$ cat src/rtl/regfile_wb_scheduler.sv
// Register-file writeback scheduler: round-robin arbitration between ALU and LSU
// writeback ports, a registered write stage, and a per-register busy scoreboard.
module regfile_wb_scheduler #(
   parameter  int XLEN = 32,
   parameter  int NREG = 32,
   localparam int AW   = $clog2(NREG)
) (
   input  logic            clk,
   input  logic            rst,
   input  logic            req0_valid,
   input  logic [AW-1:0]   req0_rd,
   input  logic [XLEN-1:0] req0_wdata,
   output logic            req0_ready,
   input  logic            req1_valid,
   input  logic [AW-1:0]   req1_rd,
   input  logic [XLEN-1:0] req1_wdata,
   output logic            req1_ready,
   output logic            rf_we,
   output logic [AW-1:0]   rf_rd,
   output logic [XLEN-1:0] rf_wdata,
   input  logic            issue_valid,
   input  logic [AW-1:0]   issue_rs1,
   input  logic [AW-1:0]   issue_rs2,
   input  logic [AW-1:0]   issue_rd,
   output logic            issue_stall,
   output logic            idle
);

   logic            last1_q, last1_d;
   logic            rf_we_q;
   logic [AW-1:0]   rf_rd_q;
   logic [XLEN-1:0] rf_wdata_q;
   logic [NREG-1:0] busy_q, busy_d;

   logic            gnt0, gnt1, hs;
   logic [AW-1:0]   sel_rd;
   logic [XLEN-1:0] sel_wdata;
   logic            issue_go;

   always_comb begin
      gnt0      = 1'b0;
      gnt1      = 1'b0;
      // last1_q=1 means port 1 won the previous handshake, so port 0 has priority
      if (!rst) begin
         gnt0 = req0_valid && (!req1_valid || last1_q);
         gnt1 = req1_valid && (!req0_valid || !last1_q);
      end
      hs        = gnt0 || gnt1;
      sel_rd    = gnt1 ? req1_rd    : req0_rd;
      sel_wdata = gnt1 ? req1_wdata : req0_wdata;
      last1_d   = last1_q;
      if (gnt0) begin
         last1_d = 1'b0;
      end else if (gnt1) begin
         last1_d = 1'b1;
      end
   end

   assign issue_stall = issue_valid &&
                        (busy_q[issue_rs1] || busy_q[issue_rs2] || busy_q[issue_rd]);
   assign issue_go    = issue_valid && !issue_stall && (issue_rd != '0);

   always_comb begin
      busy_d = busy_q;
      if (rf_we_q) begin
         busy_d[rf_rd_q] = 1'b0;
      end
      // applied after the clear so a same-edge set keeps the register busy
      if (issue_go) begin
         busy_d[issue_rd] = 1'b1;
      end
      busy_d[0] = 1'b0;
   end

   always_ff @(posedge clk) begin
      if (rst) begin
         last1_q    <= 1'b1;
         rf_we_q    <= 1'b0;
         rf_rd_q    <= '0;
         rf_wdata_q <= '0;
         busy_q     <= '0;
      end else begin
         last1_q    <= last1_d;
         rf_we_q    <= hs && (sel_rd != '0);
         busy_q     <= busy_d;
         if (hs) begin
            rf_rd_q    <= sel_rd;
            rf_wdata_q <= sel_wdata;
         end
      end
   end

   assign req0_ready = gnt0;
   assign req1_ready = gnt1;
   assign rf_we      = rf_we_q;
   assign rf_rd      = rf_rd_q;
   assign rf_wdata   = rf_wdata_q;
   assign idle       = (busy_q == '0) && !rf_we_q;

endmodule

$ cat config.mk
export PLATFORM = sky130hd
export DESIGN_NAME = regfile_wb_scheduler
export DESIGN_NICKNAME = d
export VERILOG_FILES = /design/src/rtl/regfile_wb_scheduler.sv
export SDC_FILE = /design/constraint.sdc
export NUM_CORES = 1
export LEC_CHECK = 0
export BUFFER_PORTS_ARGS = -buffer_cell sky130_fd_sc_hd__buf_2
export CAP_MARGIN = 10
export CORE_MARGIN = 8
export CORE_UTILIZATION = 40
export DETAILED_ROUTE_END_ITERATION = 16
export PLACE_DENSITY = 0.64
export SETUP_SLACK_MARGIN = 0.1
export SLEW_MARGIN = 20
export SYNTH_ARGS = -nofsm -noshare
export SYNTH_HDL_FRONTEND = slang
export SYNTH_SLANG_ARGS = --single-unit
export TNS_END_PERCENT = 20
$ cat constraint.sdc
create_clock -name clk -period 4.9 [get_ports clk]
set_input_delay 0.245 -clock clk [delete_from_list [all_inputs] [get_ports clk]]
set_output_delay 0.245 -clock clk [all_outputs]
set_load 0.01 [all_outputs]
* Word level (Yosys, flattened, before mapping) *
Cells that the tools add are included.

storage, ports and cells
  output and inout bits = 42
  register bits after elaboration = 71
  input port bits = 94
  word-level logic and storage cells = 56

operators by class
  reductions and logical operators = 23
  bitwise gates (word level) = 3
  $lt $le $gt $ge = 6
  multiplexer cells = 18

operators by type and width
  operator            count
  $mux 32             3
  $and 32x32->32      1
  $logic_not 32->1    1
  $not 32->32         1
  $or 32x32->32       1
  $lt 5x6->1 const B  4
  $bmux 1 s5          3
  $demux 1 s5         2
  $ge 5x1->1 const B  2
  $reduce_bool 5->1   2
  $logic_and 1x1->1   9
  $mux 1              9
  $logic_not 1->1     5
  $logic_or 1x1->1    5
  $mux 5              1
  $reduce_bool 2->1   1

* Depth between registers and ports, before layout *
Gate-level depths: netlist of run 1.

  depth in word-level cells = 9
  gate-level depth with buffers = 9

* Least setup slack after synthesis of run 1 *
No wires, ideal clock.

  path kind = input port to output port
  start point = input issue_rs1[1]
  end point = output issue_stall
  cell stages on the path = 6
  data required time = 4.655 ns
  slack = 2.688 ns
  arrival = 1.967 ns
  cell sequence = buf_2 mux4_2 o211a_1 nor4_4 nand4_4 o21a_1

on the way
  cells in the longest elaborated chain, start to end = 5

ends and longest elaborated chain
  item                           RTL line  source
  start: declaration             22        input logic [AW-1:0] issue_rs1,
  $bmux 1 s5                     60        (busy_q[issue_rs1] || busy_q[issue_rs2] || busy_q[issue_rd]);
  $mux 1 (not written as such)   60
  $logic_or 1x1->1 (2 in a row)  60
  $logic_and 1x1->1              59        assign issue_stall = issue_valid &&
  end: declaration               25        output logic issue_stall,

No other way between the ends. The select of a mux whose other input is x is not followed.

* Worst setup path in the final report of run 1 *
  start point = register busy_q[18]
  end point = output issue_stall

on the way
  cells in the longest elaborated chain, start to end = 5
  elaborated cells on any way between the ends = 9
  classes of those cells = mux: 6; reduce/logical: 3

ends and longest elaborated chain
  item                          RTL line  source
  start: declaration            33        logic [NREG-1:0] busy_q, busy_d;
  start signal: assignment      85        busy_q <= busy_d;
  $bmux 1 s5                    60
  $mux 1 (not written as such)  60
  $logic_or 1x1->1              60
  $logic_or 1x1->1 *            60
  $logic_and 1x1->1 *           59

Every way passes the cells marked *; elsewhere a longest branch is shown, timed or not. The select of a mux whose other input is x is not followed.

==> results of run 1 <==
[flip-flops by register name, indices dropped and copies added (netlist names)]
signal / cells
rf_rd: 5
busy_q: 31
rf_we: 1
last1_q: 1
rf_wdata: 32
[layer usage]
layer / global-route usage, % / vias up / wire (um)
met3: 6.98 / 39 / 1520
met5: 0 / - / 0
met4: 12.5 / 0 / 491
li1: - / 1954 / -
met2: 33.4 / 260 / 6440
met1: 26.3 / 1983 / 5670
[per-stage QoR]
step	cells	hold WS [ps]	util (%)	power (mW)
floorplan	453	345	-	0.767
global route	702	138	50.3	1.39
finish	702	148	50.3	1.33
global placement	686	477	48.1	0.859
detailed placement	686	493	48.1	0.862
CTS	702	134	50.3	1.34
[report_power, final]
part | internal (mW) | switching [mW] | leakage (nW)
logic | 0.101 | 0.133 | 1.35
registers | 0.593 | 0.0256 | 0.571
clock network | 0.251 | 0.226 | 0.0951
[path summary, 6_finish.rpt]
check,depth (start not counted),endpoint,slack (ps)
worst max-delay path,6,issue_stall,2070
worst max register to register,5,busy_q[8],2590
worst min-delay path,3,rf_wdata[31],150
worst min register to register,2,rf_wdata[15],510
[critical path, stage by stage (launching register included)]
cell and delay, ps:
dfxtp_1 410, mux4_2 500, a32o_1 260, nor4_4 460
nand4_4 240, o21a_1 240, buf_2 130
[cells by family after synthesis]
| logic type | Yosys count | synth area share (%) |
|---|---|---|
| compound gates | 111 | 20.8 |
| buf+inv | 47 | 5.12 |
| flops | 70 | 35.2 |
| mux | 40 | 13.6 |
| simple gates | 185 | 25.2 |
[cells in the mapped netlist (all sizes together) (3+ instances only)]
| master | count |
|---|---|
| a22oi | 4 |
| dfxtp | 70 |
| a222oi | 32 |
| o21ai | 37 |
| mux4 | 11 |
| o2111ai | 3 |
| mux2i | 26 |
| nor2 | 54 |
| mux2 | 3 |
| a21oi | 4 |
| and3 | 3 |
| a211oi | 6 |
| buf | 8 |
| nand3 | 10 |
| or2 | 3 |
| inv | 10 |
| nand4 | 6 |
| nand2 | 35 |
| nor4 | 10 |
| clkbuf | 29 |
| nor3 | 3 |
| o31ai | 13 |
| nand3b | 20 |
| nor2b | 27 |
| nor3b | 4 |
[final cells by class]
type / instances / area [sq um]
timing repair buffer: 137 / 691
multi-input combinational: 336 / 2390
sequential: 70 / 1400
inverter: 10 / 37.5
clock inverter: 6 / 70.1
tap: 133 / 166
clock buffer: 10 / 138
fill: 970 / 4840
==> impl_metrics.yaml, run 1 <==
logic_synthesis:
  syn_area_per_cell_sq_um: 8.79
  yosysUniqueCellTypes: 47
  ys_warn_count: 0
  yosysSeqAreaShare_pct: 35.2
  syn-instance-count: 453
  ys.flop_type: "dfxtp_1"
  syn-cell-area_sq_mm: 0.00398
  synth_top_cells_by_area: "dfxtp_1, a222oi_1, mux2i_1"
  synth_edf_count: 0
  async_flop_share_pct: 0
  ys_ff_latch: 70
  syn-num-nets: 547
  synth_top_area_cell: "dfxtp_1"
  yosysTopAreaCellShare_pct: 35.2
clock_network:
  numCtsBuffers: 9
  cts_buffer_depth: 2
  hold_buffers: 0
  clk_latency_ps: 350
  clock_sinks: 70
  root_buffer: "clkbuf_8"
  cts_setup_buffers: 0
  cts_tree: "built"
  clk_pin_slew_ps: 80
  htreeDepth: 3
  post_cts_resized: 0
timing:
  hold_viol_final: 0
  min_period_over_period_pct: 57.7
  slew_violations: 0
  tightest_slew_ps: 759
  fin_tns_setup_ps: 0
  setup_viol: 0
  rsz0062_at_grt: "false"
  max_freq_mhz: 354
  slew_headroom_pct: 48.7
  worst_clock_skew_ps: 12.9
  period_minus_slack_ps: 2830
  setup_ws_ps: 2070
global_routing:
  gr-total-overflow: 0
  grt_max_degree: 42
  grt_pass1_wl_um: 22900
  grt.total_usage_pct: 21.8
  grt_pass1_vias: 4345
  antenna_found_initial: 0
finish:
  stdcell_area_sq_mm: 0.00489
  drive_gt1_share_pct: 30.9
  syn2layout_area_growth_pct: 22.9
  nets: 658
  final_common_cell: "buf_2"
  layout_common_cells: "buf_2, dfxtp_1, nor2_1"
  antennaDiodeCount: 0
place:
  portBuffers: 135
  place.gp.congestion: 0.988
  place_ws_ps: 2250
  dpl.hpwl_um: 10500
  dpl_cell_area_sq_mm: 0.00468
pwr:
  ir_drop_v: 0.000145
  leakagePower_nw: 2.02
  power_density_mw_per_mm2: 272
die:
  fp-row-count: 36
  die_area_sq_mm: 0.0134
  core_area_sq_mm: 0.00973
  die_x_um: 116
  ioPinCount: 136
  chipHeight_um: 116
  initial_core_util_pct: 40.9
drt:
  drt_first_pass_iters: 5
  ant_nets: 0
  initialDrtViolationCount: 481
  num_vias: 4236
  totalWireLength_um: 14100
  wl_per_cell_um: 20.1
  vias_per_cell: 6.03
  drc: 0
critical_path:
  crit_type: "reg -> out"
  critPathRequiredTime_ps: 4660
  cp_max_fo: 9
  cp_data_arrival_time_ps: 2580
  r2r-start: "busy_q[18]"
  critPathLaunch: "busy_q[18]"
  startpoint_type: "register"
  end_kind: "primary output"
run:
  drv_cap: 0
min_path:
  hp-class: "in -> reg"
  min_from: "req0_wdata[31]"
status:
  status: "completed"
Power figures use the tool's default switching activity.
==> inputs of run 2 (changes only) <==
==> constraint.sdc (replaced) <==
create_clock -name clk -period 2.8 [get_ports clk]
set_input_delay 0.14 -clock clk [delete_from_list [all_inputs] [get_ports clk]]
set_output_delay 0.14 -clock clk [all_outputs]
set_load 0.01 [all_outputs]
==> impl_metrics.yaml, run 2 (synthesis results as in run 1) <==
pwr:
  power_density_mw_per_mm2: 451
  total_power_mw: 2.22
  ir_drop_v: 0.000259
  leakagePower_nw: 2.06
  p_switching_mw: 0.658
  switching_share_pct: 29.6
  pwr-share-clk_pct: 32.5
  comb_power_share_pct: 18.9
  internal_power_mw: 1.57
  seqPwrFrac_pct: 48.6
finish:
  layout_common_cells: "buf_2, dfxtp_1, nor2_1"
  syn2layout_area_growth_pct: 23.8
  nets: 667
  instances_no_fill: 711
  stdcell_area_sq_mm: 0.00493
  antennaDiodeCount: 0
  drive_gt1_share_pct: 31.8
  largest_reg_flops: 32
  postLayoutCoreUtil_pct: 50.7
  final_common_cell: "buf_2"
global_routing:
  grt_pass1_vias: 4472
  gr-total-overflow: 0
  grt_pass1_wl_um: 23300
  grt_max_degree: 41
  antenna_found_initial: 0
  grt.total_usage_pct: 22.3
critical_path:
  end_kind: "primary output"
  critPathRequiredTime_ps: 2660
  regToRegSetupSlack_ps: 660
  r2r-start: "busy_q[10]"
  cp_max_fo: 9
  timing.rr.end: "busy_q[7]"
  r2r_cells: 5
  cp_data_arrival_time_ps: 2430
  crit_type: "reg -> out"
  critPathLaunch: "busy_q[10]"
  startpoint_type: "register"
die:
  die_x_um: 116
  core_area_sq_mm: 0.00973
  chipHeight_um: 116
  initial_core_util_pct: 40.9
  die_area_sq_mm: 0.0134
  ioPinCount: 136
  fp-row-count: 36
drt:
  initialDrtViolationCount: 337
  totalWireLength_um: 14700
  drc: 0
  drt_first_pass_iters: 6
  num_vias: 4257
  vias_per_cell: 5.99
  wl_per_cell_um: 20.7
  ant_nets: 0
clock_network:
  clock_sinks: 70
  cts_tree: "built"
  cts_buffer_depth: 2
  numCtsBuffers: 9
  htreeDepth: 3
  hold_buffers: 0
  clk_latency_ps: 340
  root_buffer: "clkbuf_8"
  clk_pin_slew_ps: 70
place:
  portBuffers: 135
  place.gp.congestion: 1.01
  dpl_cell_area_sq_mm: 0.00474
  dp.cells: 694
  place_ws_ps: 420
  dpl.hpwl_um: 11300
timing:
  setup_viol: 0
  setup_ws_ps: 226
  worst_clock_skew_ps: 13.9
  tightest_slew_ps: 690
  slew_violations: 0
  fin_tns_setup_ps: 0
  max_freq_mhz: 388
  rsz0062_at_grt: "false"
  min_period_over_period_pct: 91.9
  whs_ps: 48.9
  period_minus_slack_ps: 2570
  hold_viol_final: 0
  slew_headroom_pct: 53.4
status:
  status: "completed"
run:
  drv_cap: 0
min_path:
  hold_depth: 3
  hp-class: "in -> reg"
  whs_endpoint: "rf_wdata[10]"
  min_from: "req0_wdata[10]"
run 2: timing repair:
item                                    CTS  global route
gates resized for setup                   0             1
endpoints found under the setup margin    0             1
buffers inserted                          0             1
run 2: cell type report:
cell class | instances | area, sq um
Clock buffer | 11 | 141
Clock inverter | 5 | 35.0
Fill cell | 987 | 4800
Inverter | 10 | 37.5
Multi-Input combinational cell | 336 | 2390
Sequential cell | 70 | 1400
Tap cell | 133 | 166
Timing Repair Buffer | 146 | 758
run 2: power groups by stage:
stage          registers, mW  clock network [mW]  logic [mW]
2_1_floorplan           1.10                   0       0.242
3_3_place_gp            1.10                   0       0.410
3_5_place_dp            1.10                   0       0.416
4_1_cts                 1.08               0.739       0.417
5_1_grt                 1.09               0.789       0.458
6_report                1.08               0.722       0.420
run 2: worst max path at each step:
stage | to | cells past startpoint
3_5_place_dp | issue_stall | 7
5_1_grt | issue_stall | 6
4_1_cts | issue_stall | 6
2_1_floorplan | issue_stall | 6
3_3_place_gp | issue_stall | 7
6_report | issue_stall | 6
run 2: critical path, cell delays in order, from the launching register on:
cell	delay, ps
dfxtp_1	410
mux4_2	510
o2111ai_1	250
and4_2	370
nand4_4	200
o21a_1	220
buf_2	130
run 2: layer usage:
metal | vias to the layer above | routed length (um) | track usage, %
met1 | 1982 | 6000 | 26.4
met5 | - | 0 | 0
met2 | 249 | 6570 | 35.0
met3 | 47 | 1460 | 6.72
met4 | 0 | 660 | 13.4
li1 | 1979 | - | -
==> inputs of run 3 (changes only) <==
--- a/config.mk
+++ b/config.mk
@@ -5,12 +5,13 @@
 export SDC_FILE = /design/constraint.sdc
 export NUM_CORES = 1
 export LEC_CHECK = 0
+export ABC_AREA = 1
 export BUFFER_PORTS_ARGS = -buffer_cell sky130_fd_sc_hd__buf_2
 export CAP_MARGIN = 10
 export CORE_MARGIN = 8
 export CORE_UTILIZATION = 40
 export DETAILED_ROUTE_END_ITERATION = 16
-export PLACE_DENSITY = 0.64
+export PLACE_DENSITY = 0.63
 export SETUP_SLACK_MARGIN = 0.1
 export SLEW_MARGIN = 20
 export SYNTH_ARGS = -nofsm -noshare
==> impl_metrics.yaml, run 3 <==
status:
  status: "completed"
finish:
  drive_gt1_share_pct: 22.0
  syn2layout_area_growth_pct: 19.2
  instances_no_fill: 935
  antennaDiodeCount: 0
  layout_common_cells: "nand2_1, buf_2, nand3_1"
  postLayoutCoreUtil_pct: 48.2
  final_common_cell: "nand2_1"
  largest_reg_flops: 32
  nets: 884
  stdcell_area_sq_mm: 0.00516
global_routing:
  grt_pass1_vias: 5155
  grt_pass1_wl_um: 25500
  grt.total_usage_pct: 21.7
  antenna_found_initial: 1
  gr-total-overflow: 0
  grt_max_degree: 69
pwr:
  power_density_mw_per_mm2: 478
  pwr-share-clk_pct: 36.8
  ir_drop_v: 0.000203
  p_switching_mw: 0.758
  seqPwrFrac_pct: 43.4
  comb_power_share_pct: 19.8
  leakagePower_nw: 2.33
  total_power_mw: 2.47
  switching_share_pct: 30.7
  internal_power_mw: 1.71
logic_synthesis:
  yosysTopAreaCellShare_pct: 32.4
  syn-instance-count: 680
  ys.flop_type: "dfxtp_1"
  synth.most_common_cell: "nand2_1"
  syn-cell-area_sq_mm: 0.00433
  yosysUniqueCellTypes: 32
  synth_edf_count: 0
  synth_top_cells_by_area: "dfxtp_1, nand2_1, nand3_1"
  async_flop_share_pct: 0
  syn-num-nets: 774
  ys_ff_latch: 70
  ys_warn_count: 0
  synthTopCellsByCount: "nand2_1, nand3_1, dfxtp_1"
  synth_top_area_cell: "dfxtp_1"
  syn_area_per_cell_sq_um: 6.37
  yosysSeqAreaShare_pct: 32.4
critical_path:
  cp_top_family: "simple AND/OR/NAND/NOR gates"
  max_stage_delay_ps: 590
  crit_cells: 11
  cp_max_fo: 32
  cp_num_buf_inv: 3
  crit_path_cell_trace: "inv_1 > nor2_1 > a21oi_1 > nand2_1 > nand2_1 > nand2_1 > inv_1 > nand2_2 > nor2_4 > a21boi_0 > buf_2"
  crit_type: "reg -> out"
  cp_data_arrival_time_ps: 2270
  r2r_cells: 11
  end_kind: "primary output"
  startpoint_type: "register"
  critPathRequiredTime_ps: 2660
  slowest_stage: "nor2_4"
  crit_path_frequent_cell: "nand2_1"
timing:
  whs_ps: 32.6
  slew_violations: 0
  slew_headroom_pct: 36.6
  worst_clock_skew_ps: 10.6
  period_minus_slack_ps: 2410
  tightest_slew_ps: 949
  rsz0062_at_grt: "false"
  fin_tns_setup_ps: 0
  min_period_over_period_pct: 86.2
  setup_viol: 0
  setup_ws_ps: 385
  hold_viol_final: 0
  max_freq_mhz: 414
clock_network:
  clk_pin_slew_ps: 80
  cts_setup_buffers: 0
  cts_buffer_depth: 2
  htreeDepth: 3
  clk_latency_ps: 360
  post_cts_resized: 0
  hold_buffers: 0
  root_buffer: "clkbuf_8"
  cts_tree: "built"
  numCtsBuffers: 9
  clock_sinks: 70
min_path:
  hold_depth: 2
  hp-class: "in -> reg"
drt:
  wl_per_cell_um: 16.8
  vias_per_cell: 5.51
  drt_first_pass_iters: 5
  initialDrtViolationCount: 490
  num_vias: 5153
  totalWireLength_um: 15700
  drc: 0
  ant_nets: 0
die:
  core_area_sq_mm: 0.0107
  die_area_sq_mm: 0.0144
  initial_core_util_pct: 40.5
  ioPinCount: 136
  chipHeight_um: 120
  die_x_um: 120
  fp-row-count: 38
run:
  drv_cap: 0
place:
  place.gp.congestion: 0.966
  portBuffers: 135
  dpl.hpwl_um: 11600
  place_ws_ps: 628
  dp.cells: 919
  dpl_cell_area_sq_mm: 0.00495
[run 3: cell count changes after synthesis, sizes merged, moves of 26 or more]
cell / before / now
nor2b: 27 / 0
a31oi: 1 / 33
inv: 10 / 70
nand4: 6 / 33
a222oi: 32 / 0
a21oi: 4 / 42
nand3: 10 / 102
mux2i: 26 / 0
nand2: 35 / 172
[run 3: final timing paths]
kind | to | start | slack (ps)
setup / recovery | issue_stall | busy_q[13] | 390
hold / removal | last1_q | req0_valid | 30
setup reg to reg | busy_q[23] | busy_q[13] | 780
hold reg to reg | rf_wdata[1] | rf_wdata[1] | 480
[run 3: final cells by class]
| type | instances | area, sq um |
|---|---|---|
| timing repair buffer | 142 | 728 |
| inverter | 73 | 275 |
| clock inverter | 6 | 86.3 |
| multi-input combinational | 494 | 2370 |
| clock buffer | 10 | 128 |
| sequential | 70 | 1400 |
| tap | 140 | 175 |
| fill | 1122 | 5540 |
[run 3: metal layers]
| metal | wire length, um | global-route usage (%) | vias up | share of wire, % |
|---|---|---|---|---|
| li1 | - | - | 2517 | - |
| met1 | 6920 | 27.0 | 2320 | 44 |
| met2 | 6820 | 33.3 | 272 | 43 |
| met3 | 1460 | 6.67 | 42 | 9.3 |
| met4 | 463 | 10.7 | 2 | 3.0 |
| met5 | 12 | 0 | - | 0.077 |
[run 3: cell families (layout without fill, tap and decap cells)]
| family | Yosys count | in the layout | share of synthesized area, % |
|---|---|---|---|
| simple gates | 369 | 369 | 38.4 |
| compound gates | 125 | 125 | 16.2 |
| buf+inv | 116 | 231 | 13.0 |
| flops | 70 | 70 | 32.4 |
[run 3: worst register-to-register path, cell delays in order (launching register included)]
cell and delay [ps]:
dfxtp_1 330, inv_1 130, nor2_1 60, a21oi_1 140
nand2_1 80, nand2_1 60, nand2_1 50, inv_1 50
nand2_2 60, nor2_4 590, nand4_1 200, a21oi_1 200
[run 3: power by group through the flow]
| stage | clock network, mW | logic (mW) | registers, mW |
|---|---|---|---|
| CTS | 0.928 | 0.485 | 1.07 |
| floorplan | 0 | 0.283 | 1.11 |
| finish | 0.908 | 0.488 | 1.07 |
| global route | 0.980 | 0.542 | 1.08 |
| global placement | 0 | 0.480 | 1.09 |
| detailed placement | 0 | 0.484 | 1.09 |
